## config.mk

```make
export PLATFORM = sky130hd
export DESIGN_NAME = pc_fetch_flat
export DESIGN_NICKNAME = d
export VERILOG_FILES = /design/src/rtl/pc_fetch_if.sv /design/src/rtl/pc_fetch.sv /design/src/flat_wrapper.sv
export SDC_FILE = /design/constraint.sdc
export NUM_CORES = 1
export LEC_CHECK = 0
export BUFFER_PORTS_ARGS = -buffer_cell sky130_fd_sc_hd__buf_4
export CAP_MARGIN = 20
export CORE_MARGIN = 2
export CORE_UTILIZATION = 48
export DETAILED_ROUTE_END_ITERATION = 7
export PLACE_DENSITY = 0.81
export SLEW_MARGIN = 20
export SYNTH_ARGS = -nofsm -noshare
export SYNTH_HDL_FRONTEND = slang
export SYNTH_SLANG_ARGS = --single-unit
```

## constraint.sdc

```tcl
create_clock -name clk -period 2.95 [get_ports clk]
set_clock_uncertainty 0.05 [all_clocks]
set_input_delay 0.1475 -clock clk [delete_from_list [all_inputs] [get_ports clk]]
set_output_delay 0.1475 -clock clk [all_outputs]
set_load 0.1 [all_outputs]
```

## src/rtl/pc_fetch_if.sv

```systemverilog
// Fetch-stage bundle: instruction-memory request/response, decode handshake and status.
// master = fetch unit, slave = the memory/decode/next-PC side.
interface pc_fetch_if;
  logic [31:0] npc;
  logic        imem_req;
  logic [31:0] imem_addr;
  logic        imem_ack;
  logic [31:0] imem_rdata;
  logic [31:0] instr;
  logic        instr_valid;
  logic        instr_ready;
  logic [31:0] pc;
  logic [31:0] pc_plus4;
  logic        fault;
  logic [1:0]  fault_code;
  logic [31:0] retired;

  modport master (
    input  npc, imem_ack, imem_rdata, instr_ready,
    output imem_req, imem_addr, instr, instr_valid, pc, pc_plus4,
           fault, fault_code, retired
  );

  modport slave (
    output npc, imem_ack, imem_rdata, instr_ready,
    input  imem_req, imem_addr, instr, instr_valid, pc, pc_plus4,
           fault, fault_code, retired
  );
endinterface

```

## src/rtl/pc_fetch.sv

```systemverilog
// Single-outstanding instruction fetch: request at pc, hold the word for decode,
// follow npc on accept, and latch a terminal fault on misaligned npc or memory timeout.
module pc_fetch #(
  parameter logic [31:0] RESET_PC = 32'h0000_3000,
  parameter logic [7:0]  TIMEOUT  = 8'd16
) (
  input logic        clk,
  input logic        rst,
  pc_fetch_if.master bus
);

  localparam logic [1:0] ST_FETCH = 2'd0;
  localparam logic [1:0] ST_VALID = 2'd1;
  localparam logic [1:0] ST_FAULT = 2'd2;

  localparam logic [1:0] CODE_NONE     = 2'b00;
  localparam logic [1:0] CODE_MISALIGN = 2'b01;
  localparam logic [1:0] CODE_TIMEOUT  = 2'b10;

  logic [1:0]  state_q,   state_d;
  logic [31:0] pc_q,      pc_d;
  logic [31:0] instr_q,   instr_d;
  logic [7:0]  wait_q,    wait_d;
  logic [1:0]  code_q,    code_d;
  logic [31:0] retired_q, retired_d;

  always_comb begin
    // NOTE: every signal gets its hold value first, so no path leaves it unassigned and no latch is inferred.
    state_d   = state_q;
    pc_d      = pc_q;
    instr_d   = instr_q;
    wait_d    = wait_q;
    code_d    = code_q;
    retired_d = retired_q;

    case (state_q)
      ST_FETCH: begin
        if (bus.imem_ack) begin
          instr_d = bus.imem_rdata;
          wait_d  = 8'd0;
          state_d = ST_VALID;
        end else begin
          wait_d = wait_q + 8'd1;
          if (wait_d == TIMEOUT) begin
            state_d = ST_FAULT;
            code_d  = CODE_TIMEOUT;
          end
        end
      end
      ST_VALID: begin
        if (bus.instr_ready) begin
          retired_d = retired_q + 32'd1;
          if (bus.npc[1:0] == 2'b00) begin
            pc_d    = bus.npc;
            state_d = ST_FETCH;
          end else begin
            state_d = ST_FAULT;
            code_d  = CODE_MISALIGN;
          end
        end
      end
      default: ;  // fault (and any unused encoding) holds everything until reset
    endcase
  end

  always_ff @(posedge clk or negedge rst) begin
    if (!rst) begin
      state_q   <= ST_FETCH;
      pc_q      <= RESET_PC;
      instr_q   <= 32'd0;
      wait_q    <= 8'd0;
      code_q    <= CODE_NONE;
      retired_q <= 32'd0;
    end else begin
      // NOTE: non-blocking updates make every flop sample the pre-edge values of the others.
      state_q   <= state_d;
      pc_q      <= pc_d;
      instr_q   <= instr_d;
      wait_q    <= wait_d;
      code_q    <= code_d;
      retired_q <= retired_d;
    end
  end

  // Request depends only on registered state and reset, never on decode-side inputs.
  assign bus.imem_req    = rst && (state_q == ST_FETCH);
  assign bus.imem_addr   = pc_q;
  assign bus.instr       = instr_q;
  assign bus.instr_valid = (state_q == ST_VALID);
  assign bus.pc          = pc_q;
  assign bus.pc_plus4    = pc_q + 32'd4;
  assign bus.fault       = (state_q == ST_FAULT);
  assign bus.fault_code  = code_q;
  assign bus.retired     = retired_q;

endmodule

```

## src/flat_wrapper.sv

```systemverilog
// flat-port wrapper written by rule: the top's interface ports become plain ports
module pc_fetch_flat 
#(
  parameter logic [31:0] RESET_PC = 32'h0000_3000,
  parameter logic [7:0]  TIMEOUT  = 8'd16
)
  (clk, rst, bus_npc, bus_imem_ack, bus_imem_rdata, bus_instr_ready, bus_imem_req, bus_imem_addr, bus_instr, bus_instr_valid, bus_pc, bus_pc_plus4, bus_fault, bus_fault_code, bus_retired);
  pc_fetch_if bus_i ();
  input logic clk;
  input logic rst;
  input wire logic [$bits(bus_i.npc)-1:0] bus_npc;
  input wire logic [$bits(bus_i.imem_ack)-1:0] bus_imem_ack;
  input wire logic [$bits(bus_i.imem_rdata)-1:0] bus_imem_rdata;
  input wire logic [$bits(bus_i.instr_ready)-1:0] bus_instr_ready;
  output wire logic [$bits(bus_i.imem_req)-1:0] bus_imem_req;
  output wire logic [$bits(bus_i.imem_addr)-1:0] bus_imem_addr;
  output wire logic [$bits(bus_i.instr)-1:0] bus_instr;
  output wire logic [$bits(bus_i.instr_valid)-1:0] bus_instr_valid;
  output wire logic [$bits(bus_i.pc)-1:0] bus_pc;
  output wire logic [$bits(bus_i.pc_plus4)-1:0] bus_pc_plus4;
  output wire logic [$bits(bus_i.fault)-1:0] bus_fault;
  output wire logic [$bits(bus_i.fault_code)-1:0] bus_fault_code;
  output wire logic [$bits(bus_i.retired)-1:0] bus_retired;
  assign bus_i.npc = bus_npc;
  assign bus_i.imem_ack = bus_imem_ack;
  assign bus_i.imem_rdata = bus_imem_rdata;
  assign bus_i.instr_ready = bus_instr_ready;
  assign bus_imem_req = bus_i.imem_req;
  assign bus_imem_addr = bus_i.imem_addr;
  assign bus_instr = bus_i.instr;
  assign bus_instr_valid = bus_i.instr_valid;
  assign bus_pc = bus_i.pc;
  assign bus_pc_plus4 = bus_i.pc_plus4;
  assign bus_fault = bus_i.fault;
  assign bus_fault_code = bus_i.fault_code;
  assign bus_retired = bus_i.retired;
  pc_fetch #(.RESET_PC(RESET_PC), .TIMEOUT(TIMEOUT)) u_core (.clk(clk), .rst(rst), .bus(bus_i));
endmodule
```

Word-level counts from Yosys, hierarchy flattened
Index checks and enable logic that the tools add are counted.
- output and inout port bits: 165
- register bits: 108
- logic and storage cells: 36
- reductions and logical operators: 9
- equality and inequality tests: 8
- multiplexer cells: 10
- $add $sub $neg: 3
- operators by type and width (kind ; count):
    adder 32 x 1 -> 32 bit (second input constant) ; 1
    adder 32 x 3 -> 32 bit (second input constant) ; 1
    2-to-1 mux 2 bit ; 7
    adder 8 x 1 -> 8 bit (second input constant) ; 1
    == test 8 x 5 -> 1 bit (second input constant) ; 1
    2-to-1 mux 8 bit ; 1
    one-hot mux 2 bit (2 select lines) ; 2
    != test 2 bit (second input constant) ; 3
    AND reduction 3 bit ; 2
    AND reduction 5 bit ; 1
    logical NOT 2 bit ; 2
    AND reduction 2 bit ; 2
    != test 3 x 2 -> 1 bit (second input constant) ; 1
    == test 2 x 1 -> 1 bit (second input constant) ; 1
    == test 2 bit (second input constant) ; 1
    != test 2 x 1 -> 1 bit (second input constant) ; 1
    nonzero test 2 bit ; 1
    logical AND 1 bit ; 1

Logic depth before layout (Yosys ltp)
- word-level depth: 5
- gate-level depth with buffers: 6
- gate-level depth less buffers: 5

Worst setup path after synthesis
Ideal clock, no wire load.
- kind: flip-flop to output port
- start: register u_core.pc_q[2], in the netlist u_core.bus.imem_addr[2]
- end: output bus_pc_plus4[28]
- slack: -904 ps
- cell stages (with the launch flop): 6
- arrival time: 3656 ps
- required time: 2753 ps
- buffers on the path: 0
- cell sequence: dfrtp_1 ha_1 nand4_1 nor4_4 nand4_1 xnor2_1
- longest elaborated chain between the ends: 1
- RTL lines (element ; RTL line ; RTL):
    start: declaration ; pc_fetch.sv:21 ; logic [31:0] pc_q, pc_d;
    start signal: assignment ; pc_fetch.sv:77 ; pc_q <= pc_d;
    adder 32 x 3 -> 32 bit ; pc_fetch.sv:91 ; assign bus.pc_plus4 = pc_q + 32'd4;
    end: declaration ; flat_wrapper.sv:20 ; output wire logic [$bits(bus_i.pc_plus4)-1:0] bus_pc_plus4;
No other way between the ends.

Worst setup path after layout
- start: register u_core.pc_q[13], in the netlist u_core.bus.imem_addr[13]
- end: output bus_pc_plus4[26]
Same word-level chain as after synthesis.

==> results.cfg <==
[drt]
first_iter_violations = 270
num_vias = 4483
drc = 0
ant_nets = 0
vias_per_cell = 5.21
wirelength_um = 14800
firstDrtPassIters = 6
post_drt_wl_per_cell_um = 17.2

[global_routing]
grt_pass1_vias = 4578
grt_pass1_wl_um = 23000
antenna_found_initial = 0
gr-usage-all-layers_pct = 25.1
grt_max_degree = 56
overflow = 0

[cts]
cts.path.max_buffers = 2
cts_inserted_buffers = 9
clk_pin_slew_ps = 100
htreeDepth = 3
cts-root-buf = clkbuf_8
cts_tree = built
clk_latency_ps = 370
cts_sinks = 108
cts_setup_buffers = 0

[placed_design]
hpwl_um = 10000
numPortBuffers = 232
place_ws_ps = 539
gp_congestion = 0.857

[floorplanning]
start_util_pct = 48.8
ios = 233
dieHeight_um = 109
core.rowCount = 38
dieArea_um2 = 11800
die_x_um = 109
coreArea_um2 = 10800

[timing]
worst_slew_pin_slew_ps = 704
fmax_mhz = 349
rsz0062_at_grt = false
maxSlewHeadroom_pct = 53.0
hold_viol_final = 0
fin_ws_ps = 82.5
timing.final.crit_share_pct = 97.2
setup_viol_count_final = 0
drv_slew = 0
min_period_ps = 2870

[worst_setup_path]
end_kind = primary output
slowest_stage = nor4_4
cpPeakStageDelay_ps = 650
cp_cell_sequence = nand3_1 > nor4_4 > nand4_1 > xnor2_4 > buf_4
arrival_ps = 2670
critPathMaxFanout = 8
critPathTopFamily = simple AND/OR/NAND/NOR gates
path_class = reg2out
crit_buf_inv = 1
worstSetupStartpointType = flop
reg2regPathDepth = 5
crit_cells = 5
cp.required_ps = 2750

[yosys]
synthCells = 451
synth_top_family_by_area = simple AND/OR/NAND/NOR gates
synth-warning-count = 0
synth-xor-area-share_pct = 9.81
ys_ff_latch = 108
yosys.area_share.adder_pct = 0.713
avgSynthCellArea_um2 = 11.7
synth_top_area_share_pct = 50.4
synth_ff_type = dfrtp_1
synth-async-reset-ratio_pct = 100
synth_edf_count = 0
syn_nets = 522
yosysTopAreaCell = dfrtp_1
synth.area.top_cells = dfrtp_1 50%, mux2_2 13%, xnor2_1 7.3%, buf_4 4.8%, nand3_1 2.9%
synth_compound_area_share_pct = 2.16
synth_common_cells = 106 x dfrtp_1, 63 x mux2_2, 44 x xnor2_1, 34 x buf_4, 30 x nand3_1
synth-simple-area-share_pct = 15.5
synthMuxAreaShare_pct = 14.3
syn_area_um2 = 5270
synth.distinct_cells = 38
yosysSeqAreaShare_pct = 51.4
yosysMostFrequentCell = dfrtp_1

[layout]
area_delta_synth_final_pct = 52.9
nets = 787
layout-drive-gt1-share_pct = 49.7
fillers = 699
num_antenna_cells = 0

[hold_path]
worstHoldPathCells = 3
hp-class = in2reg

[run]
maxCapViolCount = 0

[run_status]
status = finished, final reports clean
-- worst min-delay path, cell delays in order --
cell and delay, ps:
buf_4 140, nand2b_1 70, a21o_1 120
-- sequential cells by signal, indices dropped and copies added, names as in the netlist --
| register | count |
|---|---|
| u_core.bus.imem_addr | 32 |
| u_core.bus.instr | 32 |
| u_core.bus.retired | 32 |
| u_core.wait_q | 8 |
| u_core.bus.fault_code | 2 |
| u_core.state_q | 2 |
-- timing repair --
action | CTS | global route
hold buffers | 64 | 0
hold endpoints to repair | 117 | 0
gates resized for setup | 0 | 0
-- per-layer routing --
metal  global-route usage (%)  routed length, um  part of all wire (%)  up-vias
li1                         -                  -                     -     2069
met1                     28.5               5850                    39     2177
met2                     44.8               7450                    50      201
met3                     6.63               1130                   7.6       36
met4                     9.89                411                   2.8        0
met5                        0                  0                     0        -
-- stage by stage --
step / instances / util (%) / setup TNS (ps) / area [um^2] / hold WS (ps)
2_1_floorplan: 451 / - / -536 / 5580 / -198
3_3_place_gp: 781 / 66.9 / 0 / 7220 / 187
3_5_place_dp: 781 / 66.9 / 0 / 7220 / 204
4_1_cts: 861 / 74.6 / 0 / 8050 / 60.9
5_1_grt: 861 / 74.6 / 0 / 8050 / 78.6
6_report: 861 / 74.6 / 0 / 8050 / 96.8
-- cell usage in the layout, fill, tap and decap left out, types with 12 or more instances in the layout --
cell type	instances
nand4_1	20
xor2_1	12
xnor2_4	12
buf_4	237
nor2_1	18
dlygate4sd3_1	64
dfrtp_1	95
nand3_1	30
nand2_1	28
and3_1	12
mux2_2	63
xnor2_1	25
-- logic make-up (layout without fill, tap and decap cells) --
kind of cell | Yosys count | in the layout
flip-flops | 108 | 108
multiplexers | 67 | 67
adder cells (fa/ha/maj) | 3 | 3
buffers and inverters | 51 | 321
AO/OA/AOI/OAI | 18 | 18
AND/OR/NAND/NOR | 145 | 145
XOR/XNOR | 59 | 59
-- final timing paths --
check	start	end	slack, ps
min in group asynchronous	rst	u_core.bus.instr[15]$_DFFE_PN0P_	330
max in group asynchronous	rst	u_core.bus.instr[19]$_DFFE_PN0P_	1380
setup reg to reg	u_core.wait_q[0]$_DFFE_PN0P_	u_core.bus.fault_code[0]$_DFFE_PN0P_	760
setup / recovery	u_core.bus.imem_addr[13]$_DFFE_PN1P_	bus_pc_plus4[26]	80
hold reg to reg	u_core.bus.fault_code[0]$_DFFE_PN0P_	u_core.bus.fault_code[0]$_DFFE_PN0P_	440
hold / removal	bus_instr_ready	u_core.state_q[0]$_DFFE_PN0P_	100
-- cell type report --
type	instances	area (um^2)	share of cell area, %
Inverter	4	15.0	0.186
Multi-Input combinational cell	292	2530	31.5
Sequential cell	108	2720	33.8
Clock inverter	6	52.6	0.653
Tap cell	140	175	2.18
Clock buffer	10	138	1.71
Timing Repair Buffer	301	2420	30.0
Power is not shown: default switching activity piles up to over one toggle a cycle in this logic, so the estimate is an artifact.
